<file path="src/rtl/fetch_pkg.sv">
// Shared types and constants for the instruction fetch unit: start address,
// buffer depth, FSM state encoding and the {PC, instruction} buffer entry.
package fetch_pkg;

  localparam int DATA_W          = 32;
  localparam int FETCH_BUF_DEPTH = 2;
  localparam int CNT_W           = $clog2(FETCH_BUF_DEPTH + 1);

  localparam logic [DATA_W-1:0] INS_START_ADDRESS = 32'h0000_1000;

  typedef logic [CNT_W-1:0] count_t;
  localparam count_t BUF_FULL = count_t'(FETCH_BUF_DEPTH);

  typedef enum logic [1:0] {
    ST_IDLE   = 2'd0,
    ST_BUSY   = 2'd1,
    ST_SQUASH = 2'd2
  } fetch_state_e;

  typedef struct packed {
    logic [DATA_W-1:0] pc;
    logic [DATA_W-1:0] instr;
  } fetch_entry_t;

  function automatic logic [DATA_W-1:0] next_pc(input logic [DATA_W-1:0] pc);
    return pc + DATA_W'(4);
  endfunction

endpackage

</file>
<file path="src/rtl/ins_fetch_unit_if.sv">
// Bus bundle between the fetch unit, instruction memory and the datapath.
// master = fetch unit view, slave = memory/datapath/branch-unit view.
interface ins_fetch_unit_if;
  import fetch_pkg::*;

  logic              IMEM_req;
  logic [DATA_W-1:0] IMEM_addr;
  logic              IMEM_ack;
  logic [DATA_W-1:0] IMEM_data;
  logic              FETCH_valid;
  logic [DATA_W-1:0] FETCH_instruction;
  logic [DATA_W-1:0] FETCH_PC;
  logic              FETCH_ready;
  logic              redirect_valid;
  logic [DATA_W-1:0] redirect_PC;
  logic              FETCH_misaligned;

  modport master (
    output IMEM_req, IMEM_addr, FETCH_valid, FETCH_instruction, FETCH_PC,
           FETCH_misaligned,
    input  IMEM_ack, IMEM_data, FETCH_ready, redirect_valid, redirect_PC
  );

  modport slave (
    input  IMEM_req, IMEM_addr, FETCH_valid, FETCH_instruction, FETCH_PC,
           FETCH_misaligned,
    output IMEM_ack, IMEM_data, FETCH_ready, redirect_valid, redirect_PC
  );

endinterface

</file>
<file path="src/rtl/fetch_buffer.sv">
// Two-entry {PC, instruction} FIFO with registered head, flush and
// simultaneous push/pop support.
module fetch_buffer
  import fetch_pkg::*;
(
  input  logic         clk_i,
  input  logic         rst_i,
  input  logic         push_i,
  input  logic         pop_i,
  input  logic         flush_i,
  input  fetch_entry_t entry_i,
  output count_t       count_o,
  output logic         valid_o,
  output fetch_entry_t head_o
);

  fetch_entry_t head_q, tail_q;
  count_t       count_q;
  logic         do_push, do_pop;

  assign do_push = push_i && (count_q != BUF_FULL);
  assign do_pop  = pop_i && (count_q != '0);

  always_ff @(posedge clk_i) begin
    if (rst_i) begin
      head_q  <= '0;
      tail_q  <= '0;
      count_q <= '0;
    end else if (flush_i) begin
      count_q <= '0;
    end else begin
      unique case ({do_push, do_pop})
        2'b11: begin
          // Only reachable with one entry held: the new word becomes head.
          head_q <= entry_i;
        end
        2'b10: begin
          if (count_q == '0) head_q <= entry_i;
          else               tail_q <= entry_i;
          count_q <= count_q + count_t'(1);
        end
        2'b01: begin
          head_q  <= tail_q;
          count_q <= count_q - count_t'(1);
        end
        default: ;
      endcase
    end
  end

  assign count_o = count_q;
  assign valid_o = (count_q != '0);
  assign head_o  = head_q;

endmodule

</file>
<file path="src/rtl/ins_fetch_unit.sv">
// Instruction fetch unit: request FSM (IDLE/BUSY/SQUASH) feeding a 2-entry buffer.
// Optional macro INS_ALIGN_CHECK_EN enables the sticky misaligned-redirect fault.
module ins_fetch_unit
  import fetch_pkg::*;
(
  input  logic             SYS_clk,
  input  logic             SYS_reset,
  ins_fetch_unit_if.master bus
);

  fetch_state_e      state_q;
  logic [DATA_W-1:0] fetch_pc_q, addr_q;
  logic [DATA_W-1:0] redir_pc, pc_eff;
  logic              req_q, misaligned_q;
  logic              redir_bad, fault_nxt;
  logic              push, pop, flush, head_valid;
  count_t            count, count_nxt;
  fetch_entry_t      head, push_entry;

`ifdef INS_ALIGN_CHECK_EN
  assign redir_pc  = bus.redirect_PC;
  assign redir_bad = bus.redirect_valid && (bus.redirect_PC[1:0] != 2'b00);
  assign bus.FETCH_misaligned = misaligned_q;
`else
  logic unused_redir_lsb;
  assign unused_redir_lsb = ^{bus.redirect_PC[1:0], misaligned_q};
  assign redir_pc  = {bus.redirect_PC[DATA_W-1:2], 2'b00};
  assign redir_bad = 1'b0;
  assign bus.FETCH_misaligned = 1'b0;
`endif

  // A redirect flushes the buffer and overrides any same-cycle pop or push.
  assign flush      = bus.redirect_valid;
  assign pop        = head_valid && bus.FETCH_ready && !bus.redirect_valid;
  assign push       = (state_q == ST_BUSY) && bus.IMEM_ack && !bus.redirect_valid;
  assign push_entry = '{pc: addr_q, instr: bus.IMEM_data};
  assign fault_nxt  = misaligned_q || redir_bad;
  assign pc_eff     = bus.redirect_valid ? redir_pc : fetch_pc_q;

  always_comb begin
    count_nxt = count;
    if (flush)              count_nxt = '0;
    else if (push && !pop)  count_nxt = count + count_t'(1);
    else if (pop && !push)  count_nxt = count - count_t'(1);
  end

  always_ff @(posedge SYS_clk) begin
    if (SYS_reset) begin
      state_q      <= ST_IDLE;
      fetch_pc_q   <= INS_START_ADDRESS;
      addr_q       <= INS_START_ADDRESS;
      req_q        <= 1'b0;
      misaligned_q <= 1'b0;
    end else begin
      misaligned_q <= fault_nxt;
      unique case (state_q)
        ST_IDLE: begin
          fetch_pc_q <= pc_eff;
          if (!fault_nxt && (count_nxt < BUF_FULL)) begin
            state_q <= ST_BUSY;
            addr_q  <= pc_eff;
            req_q   <= 1'b1;
          end
        end
        ST_BUSY: begin
          if (bus.redirect_valid) begin
            fetch_pc_q <= redir_pc;
            if (bus.IMEM_ack) begin
              state_q <= ST_IDLE;
              req_q   <= 1'b0;
            end else begin
              state_q <= ST_SQUASH;
            end
          end else if (bus.IMEM_ack) begin
            fetch_pc_q <= next_pc(fetch_pc_q);
            addr_q     <= next_pc(fetch_pc_q);
            if (count_nxt >= BUF_FULL) begin
              state_q <= ST_IDLE;
              req_q   <= 1'b0;
            end
          end
        end
        ST_SQUASH: begin
          if (bus.redirect_valid) fetch_pc_q <= redir_pc;
          if (bus.IMEM_ack) begin
            state_q <= ST_IDLE;
            req_q   <= 1'b0;
          end
        end
        default: begin
          state_q <= ST_IDLE;
          req_q   <= 1'b0;
        end
      endcase
    end
  end

  fetch_buffer u_buf (
    .clk_i   (SYS_clk),
    .rst_i   (SYS_reset),
    .push_i  (push),
    .pop_i   (pop),
    .flush_i (flush),
    .entry_i (push_entry),
    .count_o (count),
    .valid_o (head_valid),
    .head_o  (head)
  );

  assign bus.IMEM_req          = req_q;
  assign bus.IMEM_addr         = addr_q;
  assign bus.FETCH_valid       = head_valid;
  assign bus.FETCH_instruction = head.instr;
  assign bus.FETCH_PC          = head.pc;

endmodule

</file>
<file path="src/flat_wrapper.sv">
// flat-port wrapper written by rule: the top's interface ports become plain ports
module ins_fetch_unit_flat import fetch_pkg::*;
  (SYS_clk, SYS_reset, bus_IMEM_req, bus_IMEM_addr, bus_FETCH_valid, bus_FETCH_instruction, bus_FETCH_PC, bus_FETCH_misaligned, bus_IMEM_ack, bus_IMEM_data, bus_FETCH_ready, bus_redirect_valid, bus_redirect_PC);
  ins_fetch_unit_if bus_i ();
  input  logic SYS_clk;
  input  logic SYS_reset;
  output wire logic [$bits(bus_i.IMEM_req)-1:0] bus_IMEM_req;
  output wire logic [$bits(bus_i.IMEM_addr)-1:0] bus_IMEM_addr;
  output wire logic [$bits(bus_i.FETCH_valid)-1:0] bus_FETCH_valid;
  output wire logic [$bits(bus_i.FETCH_instruction)-1:0] bus_FETCH_instruction;
  output wire logic [$bits(bus_i.FETCH_PC)-1:0] bus_FETCH_PC;
  output wire logic [$bits(bus_i.FETCH_misaligned)-1:0] bus_FETCH_misaligned;
  input wire logic [$bits(bus_i.IMEM_ack)-1:0] bus_IMEM_ack;
  input wire logic [$bits(bus_i.IMEM_data)-1:0] bus_IMEM_data;
  input wire logic [$bits(bus_i.FETCH_ready)-1:0] bus_FETCH_ready;
  input wire logic [$bits(bus_i.redirect_valid)-1:0] bus_redirect_valid;
  input wire logic [$bits(bus_i.redirect_PC)-1:0] bus_redirect_PC;
  assign bus_IMEM_req = bus_i.IMEM_req;
  assign bus_IMEM_addr = bus_i.IMEM_addr;
  assign bus_FETCH_valid = bus_i.FETCH_valid;
  assign bus_FETCH_instruction = bus_i.FETCH_instruction;
  assign bus_FETCH_PC = bus_i.FETCH_PC;
  assign bus_FETCH_misaligned = bus_i.FETCH_misaligned;
  assign bus_i.IMEM_ack = bus_IMEM_ack;
  assign bus_i.IMEM_data = bus_IMEM_data;
  assign bus_i.FETCH_ready = bus_FETCH_ready;
  assign bus_i.redirect_valid = bus_redirect_valid;
  assign bus_i.redirect_PC = bus_redirect_PC;
  ins_fetch_unit u_core (.SYS_clk(SYS_clk), .SYS_reset(SYS_reset), .bus(bus_i));
endmodule
</file>
<file path="config.mk">
export PLATFORM = sky130hd
export DESIGN_NAME = ins_fetch_unit_flat
export DESIGN_NICKNAME = d
export VERILOG_FILES = /design/src/rtl/fetch_pkg.sv /design/src/rtl/ins_fetch_unit_if.sv /design/src/rtl/fetch_buffer.sv /design/src/rtl/ins_fetch_unit.sv /design/src/flat_wrapper.sv
export SDC_FILE = /design/constraint.sdc
export NUM_CORES = 1
export LEC_CHECK = 0
export ABC_AREA = 1
export BUFFER_PORTS_ARGS = -buffer_cell sky130_fd_sc_hd__buf_2
export CAP_MARGIN = 15
export CORE_MARGIN = 8
export CORE_UTILIZATION = 35
export CTS_CLUSTER_DIAMETER = 100
export DETAILED_ROUTE_END_ITERATION = 10
export PLACE_DENSITY = 0.66
export REMOVE_ABC_BUFFERS = 1
export SYNTH_ARGS = -nofsm -noshare
export SYNTH_HDL_FRONTEND = slang
export SYNTH_SLANG_ARGS = --single-unit
export TNS_END_PERCENT = 10
</file>
<file path="constraint.sdc">
create_clock -name SYS_clk -period 3.6 [get_ports SYS_clk]
set_input_delay 1.08 -clock SYS_clk [delete_from_list [all_inputs] [get_ports SYS_clk]]
set_output_delay 1.08 -clock SYS_clk [all_outputs]
set_load 0.01 [all_outputs]
</file>
## After elaboration in Yosys (flattened, before gate mapping)

Index checks and enable logic that the tools add are counted.

- Bits in registers: 197
- Input port bits: 69
- Output and inout port bits: 99
- Word-level logic and storage cells: 81

- Add/sub/neg operators: 3
- Magnitude comparators: 2
- Equal/unequal tests: 13
- Muxes and demuxes: 26
- Bitwise operators: 2
- Reduce and logical (&&, ||, !) cells: 26

Operators by type and width:

| operator | count |
|---|---|
| $pmux 64 s3 | 1 |
| $mux 32 | 5 |
| $pmux 32 s2 | 2 |
| $mux 64 | 1 |
| $add 32x3->32 const B | 1 |
| $mux 2 | 9 |
| $ne 2x2->1 const B | 5 |
| $reduce_and 3->1 | 3 |
| $logic_and 1x1->1 | 8 |
| $reduce_and 4->1 | 2 |
| $reduce_bool 2->1 | 4 |
| $eq 2x2->1 const B | 3 |
| $ne 3x3->1 const B | 2 |
| $pmux 2 s3 | 1 |
| $mux 1 | 5 |
| $eq 2x1->1 const B | 2 |
| $logic_not 2->1 | 2 |
| $pmux 2 s2 | 1 |
| $reduce_or 2->1 | 2 |
| $logic_not 1->1 | 3 |
| $pmux 1 s3 | 1 |
| $reduce_bool 3->1 | 1 |
| $add 2x1->2 const B | 1 |
| $ge 2x2->1 const B | 1 |
| other kinds (5) | 6 |

## Depth between registers and ports, before layout

Gate-level depths: netlist of run 1.

- Depth after elaboration: 13
- Depth in mapped cells: 15
- Mapped depth without buffers: 14

## Cells and area by module

From an unflattened synthesis of run 1, not the netlist that was laid out.

- Cells, all modules: 1658
- Area total of the unflattened synthesis: 11080.6 um^2

Modules (own cells, without submodules):

| module | instances | cells each | area each (um^2) | sequential area each (um^2) |
|---|---|---|---|---|
| fetch_buffer | 1 | 928 | 6751.5 | 2602.5 |
| ins_fetch_unit | 1 | 730 | 4329.2 | 1341.3 |

## Worst setup path before layout of run 1

OpenSTA, ideal clock, no wires.

- Path kind: input port to flip-flop
- From: in bus_redirect_valid
- To: reg u_core.u_buf.head_q, in the netlist u_core.u_buf.head_o[53]
- Library setup time: 0.070 ns
- Data arrival time: 2.899 ns
- Required time: 3.530 ns
- Path slack: 0.631 ns
- Stages on the path: 13
- Path buffers: 5
- Cells stage by stage: buf_2 > buf_2 > buf_2 > nor2_1 > inv_1 > ha_1 > nand2_1 > nand2_1 > nor2_1 > clkbuf_1 > clkbuf_1 > o21ai_0 > a21oi_1

- Cells in the longest elaborated chain, start to end: 6
- Elaborated cells on any way between the ends: 13
- Classes of those cells: 4 x eq/ne; 1 x mux; 1 x bitwise; 7 x reduce/logical

Ends and longest elaborated chain:

| element | RTL line | source |
|---|---|---|
| start, declared | flat_wrapper.sv:16 | `input wire logic [$bits(bus_i.redirect_valid)-1:0] bus_redirect_valid;` |
| $logic_not 1->1 | ins_fetch_unit.sv:34, ins_fetch_unit.sv:35 |  |
| $logic_and 1x1->1 (on tied branches) | ins_fetch_unit.sv:34, ins_fetch_unit.sv:35 |  |
| $logic_and 1x1->1 (on tied branches) | fetch_buffer.sv:22, fetch_buffer.sv:21 |  |
| $eq 2x2->1 / $eq 2x1->1 (equally long branches) | fetch_buffer.sv:32 | `unique case ({do_push, do_pop})` |
| $ne 2x2->1 (no source line) / $reduce_bool 3->1 (equally long branches) | -- |  |
| $reduce_and 3->1 (no source line) | -- |  |
| end signal, assigned | fetch_buffer.sv:35 | `head_q <= entry_i;` |
| end signal, assigned | fetch_buffer.sv:38 | `if (count_q == '0) head_q <= entry_i;` |
| end signal, assigned | fetch_buffer.sv:43 | `head_q <= tail_q;` |
| end, declared | fetch_buffer.sv:17 | `fetch_entry_t head_q, tail_q;` |

Several ways; a longest one is shown, not always the timed one.
A chain may end at the register's enable or synchronous reset.

## Worst setup path after layout of run 1

- From: in bus_redirect_valid
- To: reg u_core.u_buf.head_q, in the netlist u_core.u_buf.head_o[55]

Same word-level chain as after synthesis.

==> results of run 1 <==
sequential cells by signal (all words and copies together), names as in the netlist:
| signal | flops |
|---|---|
| u_core.u_buf.count_o | 2 |
| u_core.u_buf.tail_q | 64 |
| u_core.u_buf.head_o | 64 |
| u_core.state_q | 2 |
| u_core.bus.IMEM_addr | 32 |
| u_core.fetch_pc_q | 32 |
| u_core.bus.IMEM_req | 1 |
routing by layer:
layer,vias up,part of all wire,GRT usage
met2,260,0.46,0.269
met3,33,0.067,0.0411
met4,2,0.016,0.0532
met5,-,0.00037,0
met1,4199,0.45,0.208
li1,4805,-,-
Yosys cell counts (2+ instances only):
cell type	number	area, sq um
a21oi_1	240	1200
nand2_1	224	841
o21ai_0	201	1010
dfxtp_1	197	3940
nor2_1	172	646
inv_1	117	439
clkbuf_1	61	229
nand3_1	34	170
o21ai_1	17	85.1
buf_2	16	80.1
o211ai_1	10	75.1
xor2_1	9	78.8
buf_1	7	26.3
buf_6	7	78.8
ha_1	6	75.1
nor3_1	6	30.0
a41oi_1	5	43.8
inv_2	5	18.8
nand4_1	5	31.3
a22oi_1	4	30.0
nand2_2	3	18.8
nand3_2	3	30.0
nor2_4	3	33.8
o211ai_2	3	37.5
o21bai_1	2	15.0
or2_2	2	12.5
layout by cell type, fill, tap and decap left out, types with 3 or more instances in the layout:
cell,synthesis,routed
xor2_1,9,9
inv_6,0,3
o211ai_1,10,10
o21ai_1,17,17
clkbuf_16,0,17
a41oi_1,5,5
o211ai_2,3,3
nand2_1,224,224
nand3_1,34,34
clkinv_4,0,4
inv_8,0,4
ha_1,6,5
nand4_1,5,5
inv_1,117,116
nand2_2,3,3
nand3_2,3,3
a22oi_1,4,4
inv_2,5,5
dfxtp_1,197,197
nor2_1,172,170
buf_4,1,19
buf_12,0,4
nor3_1,6,6
buf_2,16,164
a21oi_1,240,240
o21ai_0,201,201
nor2_4,3,5
area by class of cell:
cell class	count	area (sq um)	area share
repair buffers	187	1040	0.0936
diodes	2	5.00	0.000449
clock buffers	18	439	0.0394
inverters	124	470	0.0422
clock inverters	14	160	0.0144
multi-input cells	966	4660	0.418
well taps	341	427	0.0383
flip-flops and latches	197	3940	0.354
worst max-delay path by stage:
stage	start	end	slack, ns	cells past startpoint
global route	bus_redirect_valid	u_core.u_buf.head_o[62]	0.70	10
CTS	bus_redirect_valid	u_core.u_buf.head_o[39]	0.95	10
floorplan	bus_FETCH_ready	u_core.u_buf.head_o[0]	-1.93	9
global placement	bus_redirect_valid	u_core.u_buf.head_o[39]	0.58	10
detailed placement	bus_redirect_valid	u_core.u_buf.head_o[39]	0.49	10
finish	bus_redirect_valid	u_core.u_buf.head_o[55]	0.89	10
tightest hold or removal path, stage by stage, from the launching register on:
cell,delay [ns]
dfxtp_1,0.30
nand2_1,0.07
nor2_1,0.04
kinds of logic after synthesis:
kind of cell | count (synthesis) | share of synthesized area
compound gates | 490 | 0.271
mux | 1 | 0.00106
other cells | 1 | 0.000396
flops | 197 | 0.417
xor+xnor | 10 | 0.00925
fa+ha+maj | 6 | 0.00793
buf+inv | 217 | 0.0945
simple gates | 458 | 0.199
power groups by stage:
stage / Combinational, uW / Clock (uW) / Sequential, uW
final: 908 / 1970 / 2420
after global routing: 1030 / 2110 / 2440
after CTS: 916 / 2030 / 2420
after detailed placement: 912 / 0 / 2470
after global placement: 898 / 0 / 2470
after floorplan: 529 / 0 / 2490
per-stage QoR:
step / worst slack, ns / util / cells
global placement: 0.578 / 0.394 / 1815
CTS: 0.945 / 0.417 / 1847
floorplan: -1.93 / - / 1287
global route: 0.701 / 0.417 / 1849
finish: 0.895 / 0.417 / 1849
detailed placement: 0.487 / 0.394 / 1815
==> results.ini, run 1 <==
[min_path]
hp-start = u_core.fetch_pc_q[0]
hp-class = flip-flop to flip-flop
min_path_cells = 2
worstHoldEndpoint = u_core.fetch_pc_q[0]

[global_routing]
antenna_found_initial = 3
first_global_vias = 8616
grt_pass1_wl_microns = 44300
grt_use_total = 0.164
grt_max_degree = 129
overflow = 0

[job]
maxCapViolCount = 0

[sta]
fmax_ghz = 0.370
skew_ns = 0.0144
tightest_slew_ns = 0.612
maxSlewViolCount = 0
period_share = 0.751
rsz0062_at_grt = no
finalCriticalPeriod_ns = 2.71
final-hold-violation-count = 0
finalSetupViolCount = 0
finalSetupTns_ns = 0
worst_hold_slack_ns = 0.450
max_slew_margin = 0.592

[yosys]
yosysWarnings = 0
ys_seq_elements = 197
ys_async_sr_fraction = 0
synth.avg_cell_area_sq_um = 6.86
syn_inst = 1380
synthFlopType = dfxtp_1
syn-cell-area_sq_um = 9470
ys_types = 47
synth_edf_count = 0
synth_seq_area_share = 0.417

[floorplan]
die_area_sq_um = 32600
die_y_microns = 180
initial_core_util = 0.354
io_pins = 168
row_count = 60
die_w_microns = 180
core_sq_um = 26700

[setup_path]
crit_buf_inv = 3
cpMaxStageDelayCell = nor2_1
r2r-start = u_core.u_buf.count_o[1]
worst_setup_path_end_kind = flip-flop
crit_fanout = 128
worstSetupPathType = input pin to flip-flop
crit_family = buffers and inverters
cp_common_cell = nand2_1
worstPathArrival_ns = 3.06
reg2regPathDepth = 13
startpoint_type = input pin
path_cells = buf_2, nor2_1, inv_1, ha_1, nand2_1, nand2_1, nor2_4, buf_12, o21ai_0, a21oi_1
cpPeakStageDelay_ns = 0.30
cp.required_ns = 3.96
r2r_end = u_core.u_buf.head_o[55]
r2r_slack_ns = 1.05

[clock_tree]
cts_root_buf = clkbuf_16
postCtsSetupBuffers = 0
clock_path_buffers = 2
cts_made_buffers = 17
clk_latency_ns = 0.44
clock-sinks = 197
cts_tree = done
cts_resized = 0
clkSlewWorstSetupHoldPaths_ns = 0.08
ctsHtreeMaxLevel = 4
cts_hold_buf = 0

[place]
port_buffers = 164
placed_cell_area_sq_um = 10500
hpwl_microns = 18900
gp_congestion = 0.897

[layout]
syn_to_final_growth_pct = 17.7
fin_area_sq_um = 11100
layout-drive-gt1-share = 0.165
nNetsFinal = 1568
fillCellCount = 2773

[route]
ant_nets = 0
post_drt_wl_per_cell_microns = 14.8
routed_wl_microns = 27400
vias = 9299
routed_via_density = 5.03
drtIter0Drc = 761
drtPass1Iterations = 5
drc_errors = 0

[status]
status = completed

[power]
swShare = 0.313
intPower_uw = 3640
pwr-share-seq = 0.457
ir_worst_vdd_v = 0.000310
power.switching_uw = 1660
p_comb_frac = 0.171
leakage_uw = 0.00495
total_power_uw = 5300
p_clk_frac = 0.371
p_per_area_nw_per_um2 = 476

(Power assumes the default switching activity.)
==> run 2: changes to the inputs <==
==> constraint.sdc (replaced) <==
create_clock -name SYS_clk -period 2.55 [get_ports SYS_clk]
set_input_delay 0.765 -clock SYS_clk [delete_from_list [all_inputs] [get_ports SYS_clk]]
set_output_delay 0.765 -clock SYS_clk [all_outputs]
set_load 0.01 [all_outputs]
==> results.ini, run 2 (synthesis results as in run 1) <==
[route]
routed_wl_microns = 29000  ; was 27400 microns
drtPass1Iterations = 7  ; was 5
drc_errors = 0  ; unchanged
drtIter0Drc = 619  ; was 761
routed_via_density = 5.08  ; was 5.03
vias = 9463  ; was 9299
ant_nets = 0  ; unchanged
post_drt_wl_per_cell_microns = 15.6  ; was 14.8 microns

[layout]
multi_input_area_sq_um = 4660  ; about the same
mostFrequentLayoutCells = a21oi_1, nand2_1, o21ai_0  ; unchanged
nNetsFinal = 1585  ; was 1568
fillCellCount = 2800  ; was 2773
seq_area_sq_um = 3940  ; unchanged
layout-drive-gt1-share = 0.175  ; was 0.165
n_antenna_cell = 0  ; was 2
final_common_cell = a21oi_1  ; unchanged
syn_to_final_growth_pct = 20.5  ; was 17.7%

[global_routing]
overflow = 0  ; unchanged
grt_max_degree = 95  ; was 129
grt_use_total = 0.166  ; was 0.164
first_global_vias = 8966  ; was 8616
grt_pass1_wl_microns = 45200  ; was 44300 microns
antenna_found_initial = 1  ; was 3

[floorplan]
die_w_microns = 180  ; unchanged
die_y_microns = 180  ; unchanged
die_area_sq_um = 32600  ; unchanged
io_pins = 168  ; unchanged
initial_core_util = 0.354  ; unchanged
core_sq_um = 26700  ; unchanged
row_count = 60  ; unchanged

[power]
power.switching_uw = 2300  ; was 1660 uW
leakage_uw = 0.00510  ; was 0.00495 uW
intPower_uw = 5470  ; was 3640 uW
pwr-share-seq = 0.441  ; was 0.457
p_per_area_nw_per_um2 = 681  ; was 476 nW/um^2
swShare = 0.296  ; was 0.313
total_power_uw = 7760  ; was 5300 uW
ir_worst_vdd_v = 0.000414  ; was 0.000310 V
p_comb_frac = 0.173  ; was 0.171
p_clk_frac = 0.386  ; was 0.371

[clock_tree]
cts_hold_buf = 0  ; unchanged
clk_latency_ns = 0.44  ; about the same
cts_root_buf = clkbuf_16  ; unchanged
cts_made_buffers = 17  ; unchanged
clock-sinks = 197  ; unchanged
ctsHtreeMaxLevel = 4  ; unchanged
clock_path_buffers = 2  ; unchanged
clkSlewWorstSetupHoldPaths_ns = 0.08  ; about the same
cts_tree = done  ; unchanged

[setup_path]
cpMaxStageDelayCell = dfxtp_1  ; was nor2_1
startpoint_type = flip-flop  ; was input pin
cp.required_ns = 2.93  ; was 3.96 ns
path_cells = inv_1, ha_1, inv_1, nand2_1, nor2_2, inv_1, ha_1, nand2_1, nand2_1, nor2_4, buf_4, clkbuf_16, o21ai_0, a21oi_1  ; was buf_2, nor2_1, inv_1, ha_1, nand2_1, nand2_1, nor2_4, buf_12, o21ai_0, a21oi_1
cpPeakStageDelay_ns = 0.34  ; was 0.30 ns
crit_family = simple AND/OR/NAND/NOR gates  ; was buffers and inverters
worst_setup_path_end_kind = flip-flop  ; unchanged
worstPathArrival_ns = 2.67  ; was 3.06 ns
crit_fanout = 20  ; was 128
worstSetupPathType = flip-flop to flip-flop  ; was input pin to flip-flop
crit_buf_inv = 5  ; was 3

[sta]
worst_hold_slack_ns = 0.457  ; was 0.450 ns
final-hold-violation-count = 0  ; unchanged
maxSlewViolCount = 0  ; unchanged
period_share = 0.901
skew_ns = 0.0130  ; was 0.0144 ns
finalSetupViolCount = 0  ; unchanged
finalCriticalPeriod_ns = 2.30
fmax_ghz = 0.435
finalSetupTns_ns = 0  ; unchanged

[place]
hpwl_microns = 19200  ; was 18900 microns
port_buffers = 164  ; unchanged
gp_congestion = 0.907  ; was 0.897

[status]
status = completed  ; unchanged

[job]
maxCapViolCount = 0  ; unchanged

[min_path]
hp-class = flip-flop to flip-flop  ; unchanged

## run 2: cell types whose count changed in the layout (fill, tap and decap cells not counted), moves of 2 or more
| cell | delta |
|---|---|
| buf_12 | +3 |
| clkbuf_16 | +3 |
| buf_4 | +11 |
| diode_2 | -2 |
| bufinv_16 | +3 |
| inv_8 | -3 |
## run 2: repair_timing
item | CTS | global route
gates resized for setup | 0 | 1
endpoints found under the setup margin | 0 | 15
setup buffers | 0 | 5
## run 2: final cells by class
type,instances,area share
multi-input cells,966,0.408
flip-flops and latches,197,0.346
repair buffers,204,0.111
inverters,124,0.0412
clock buffers,20,0.0400
well taps,341,0.0374
clock inverters,12,0.0166
## run 2: stage by stage
step / util / std cells / cell area (sq um) / setup WS, ns
2_1_floorplan: - / 1287 / 9040 / -2.66
3_3_place_gp: 0.398 / 1824 / 10600 / 0.171
3_5_place_dp: 0.398 / 1824 / 10600 / 0.0892
4_1_cts: 0.422 / 1856 / 11300 / 0.235
5_1_grt: 0.427 / 1864 / 11400 / -0.000357
6_report: 0.427 / 1864 / 11400 / 0.253
## run 2: final timing paths
check | startpoint | end | slack [ns] | depth (start not counted)
setup / recovery | u_core.u_buf.count_o[1] | u_core.u_buf.head_o[44] | 0.25 | 14
hold / removal | u_core.fetch_pc_q[0] | u_core.fetch_pc_q[0] | 0.46 | 2
setup reg to reg | u_core.u_buf.count_o[1] | u_core.u_buf.head_o[44] | 0.25 | 14
hold reg to reg | u_core.fetch_pc_q[0] | u_core.fetch_pc_q[0] | 0.46 | 2
## run 2: power groups by stage
stage,logic [uW],registers [uW],clock network [uW]
2_1_floorplan,747,3510,0
3_3_place_gp,1300,3490,0
3_5_place_dp,1320,3490,0
4_1_cts,1320,3420,3070
5_1_grt,1520,3450,3180
6_report,1340,3420,3000
## run 2: tightest hold or removal path, cell delays in order, from the launching register on
cell	delay (ns)
dfxtp_1	0.31
nand2_1	0.07
nor2_1	0.04
## run 2: metal layers
metal	global-route usage	vias up	routed length (microns)
met3	0.0341	31	1630
met5	0	-	12
met1	0.210	4371	13200
met4	0.0473	2	470
li1	-	4830	-
met2	0.281	229	13700
==> run 3: changes to the inputs <==
--- a/config.mk
+++ b/config.mk
@@ -12,7 +12,7 @@
 export CORE_UTILIZATION = 35
 export CTS_CLUSTER_DIAMETER = 100
 export DETAILED_ROUTE_END_ITERATION = 10
-export PLACE_DENSITY = 0.66
+export PLACE_DENSITY = 0.55
 export REMOVE_ABC_BUFFERS = 1
 export SYNTH_ARGS = -nofsm -noshare
 export SYNTH_HDL_FRONTEND = slang
==> results.ini, run 3 (synthesis results as in run 1) <==
[status]
status = completed  ; unchanged

[setup_path]
cp-endpoint = u_core.u_buf.head_o[31]  ; was u_core.u_buf.head_o[44]
reg2regPathDepth = 13  ; was 14
path_cells = inv_1, ha_1, inv_1, nand2_1, nor2_1, inv_1, ha_1, nand2_1, nand2_1, nor2_4, buf_12, o21ai_0, a21oi_1  ; was inv_1, ha_1, inv_1, nand2_1, nor2_2, inv_1, ha_1, nand2_1, nand2_1, nor2_4, buf_4, clkbuf_16, o21ai_0, a21oi_1
cpMaxStageDelayCell = dfxtp_1  ; unchanged
startpoint_type = flip-flop  ; unchanged
r2r-start = u_core.u_buf.count_o[1]  ; unchanged
crit_cells = 13  ; was 14
cp.required_ns = 2.91  ; was 2.93 ns
r2r_slack_ns = 0.33  ; was 0.25 ns
crit_buf_inv = 4  ; was 5
r2r_end = u_core.u_buf.head_o[31]  ; was u_core.u_buf.head_o[44]
crit_path_start = u_core.u_buf.count_o[1]  ; unchanged
worstSetupPathType = flip-flop to flip-flop  ; unchanged
crit_family = simple AND/OR/NAND/NOR gates  ; unchanged
crit_fanout = 54  ; was 20
worst_setup_path_end_kind = flip-flop  ; unchanged
worstPathArrival_ns = 2.58  ; was 2.67 ns
cpPeakStageDelay_ns = 0.34  ; about the same

[place]
port_buffers = 164  ; unchanged
place_ws_ns = 0.0861  ; was 0.0892 ns
hpwl_microns = 19700  ; was 19200 microns
gp_congestion = 0.876  ; was 0.907
place_inst = 1830  ; was 1824

[clock_tree]
cts_resized = 0  ; unchanged
clock_path_buffers = 2  ; unchanged
ctsHtreeMaxLevel = 4  ; unchanged
clk_latency_ns = 0.43  ; was 0.44 ns
cts_tree = done  ; unchanged
cts_hold_buf = 0  ; unchanged
clock-sinks = 197  ; unchanged
postCtsSetupBuffers = 0  ; unchanged
cts_made_buffers = 17  ; unchanged
clkSlewWorstSetupHoldPaths_ns = 0.08  ; about the same
cts_root_buf = clkbuf_16  ; unchanged

[sta]
rsz0062_at_grt = no
fmax_ghz = 0.450  ; was 0.435 GHz
worst_slack_ns = 0.329  ; was 0.253 ns
maxSlewViolCount = 0  ; unchanged
skew_ns = 0.0144  ; was 0.0130 ns
finalSetupViolCount = 0  ; unchanged
finalCriticalPeriod_ns = 2.22  ; was 2.30 ns
final-hold-violation-count = 0  ; unchanged
worst_hold_slack_ns = 0.451  ; was 0.457 ns
period_share = 0.871  ; was 0.901

[floorplan]
io_pins = 168  ; unchanged
die_y_microns = 180  ; unchanged
die_w_microns = 180  ; unchanged
die_area_sq_um = 32600  ; unchanged
core_sq_um = 26700  ; unchanged
initial_core_util = 0.354  ; unchanged
row_count = 60  ; unchanged

[layout]
syn_to_final_growth_pct = 20.1  ; was 20.5%
final_common_cell = a21oi_1  ; unchanged
fin_util = 0.425  ; was 0.427
final_cells = 1864  ; unchanged
layout-drive-gt1-share = 0.173  ; was 0.175
mostFrequentLayoutCells = a21oi_1, nand2_1, o21ai_0  ; unchanged
nNetsFinal = 1583  ; was 1585

[power]
total_power_uw = 7500  ; was 7760 uW
leakage_uw = 0.00506  ; was 0.00510 uW
ir_worst_vdd_v = 0.000308  ; was 0.000414 V
p_per_area_nw_per_um2 = 660  ; was 681 nW/um^2

[route]
drtPass1Iterations = 5  ; was 7
ant_nets = 0  ; unchanged
routed_via_density = 4.98  ; was 5.08
routed_wl_microns = 28100  ; was 29000 microns
vias = 9285  ; was 9463
drc_errors = 0  ; unchanged
post_drt_wl_per_cell_microns = 15.1  ; was 15.6 microns
drtIter0Drc = 612  ; was 619

[min_path]
min_path_cells = 2  ; unchanged
hp-start = u_core.fetch_pc_q[1]  ; was u_core.fetch_pc_q[0]
hp-class = flip-flop to flip-flop  ; unchanged

[global_routing]
antenna_found_initial = 2  ; was 1
overflow = 0  ; unchanged
first_global_vias = 8832  ; was 8966
grt_use_total = 0.170  ; was 0.166
grt_max_degree = 67  ; was 95
grt_pass1_wl_microns = 46200  ; was 45200 microns

[job]
maxCapViolCount = 0  ; unchanged

## run 3: changes by cell type in the layout (fill, tap and decap cells not counted), moves of 2 or more
| cell | before | now |
|---|---|---|
| clkbuf_16 | 20 | 17 |
| clkbuf_8 | 2 | 0 |
| bufinv_16 | 4 | 1 |
| buf_12 | 7 | 14 |
| diode_2 | 0 | 2 |
| buf_4 | 30 | 24 |
| inv_8 | 1 | 3 |
| clkinvlp_4 | 0 | 2 |
| inv_6 | 3 | 5 |
## run 3: where the power goes
part	leakage (uW)	total [uW]	internal [uW]	switching (uW)
Clock	0.000281	2740	1400	1350
Combinational	0.00317	1340	482	855
Sequential	0.00160	3420	3260	156
## run 3: routing by layer
| layer | wire length (microns) | up-vias | GRT usage | part of all wire |
|---|---|---|---|---|
| met4 | 336 | 2 | 0.0374 | 0.012 |
| met5 | 8 | - | 0 | 0.00028 |
| met2 | 13100 | 171 | 0.283 | 0.47 |
| met3 | 1180 | 22 | 0.0365 | 0.042 |
| met1 | 13500 | 4263 | 0.223 | 0.48 |
| li1 | - | 4827 | - | - |
## run 3: worst min-delay path by stage
stage	endpoint	slack (ns)
floorplan	u_core.fetch_pc_q[0]	0.43
global placement	u_core.fetch_pc_q[1]	0.44
detailed placement	u_core.fetch_pc_q[1]	0.45
CTS	u_core.fetch_pc_q[1]	0.46
global route	u_core.fetch_pc_q[1]	0.49
finish	u_core.fetch_pc_q[1]	0.45
## run 3: layout make-up
class,instances,area [sq um]
repair buffers,202,1280
diodes,2,5.00
clock inverters,14,156
multi-input cells,966,4660
fillers,2863,15400
flip-flops and latches,197,3940
well taps,341,427
clock buffers,18,429
inverters,124,470
## run 3: through the flow
stage                     setup TNS, ns  instance area (sq um)
after floorplan                 -374.33                   9040
after global placement                0                  10800
after detailed placement              0                  10800
after CTS                             0                  11400
after global routing                  0                  11400
final                                 0                  11400
## run 3: worst min-delay path, stage by stage (launching register included)
cell and delay [ns]:
dfxtp_1 0.30, nand2_1 0.07, nor2_1 0.04
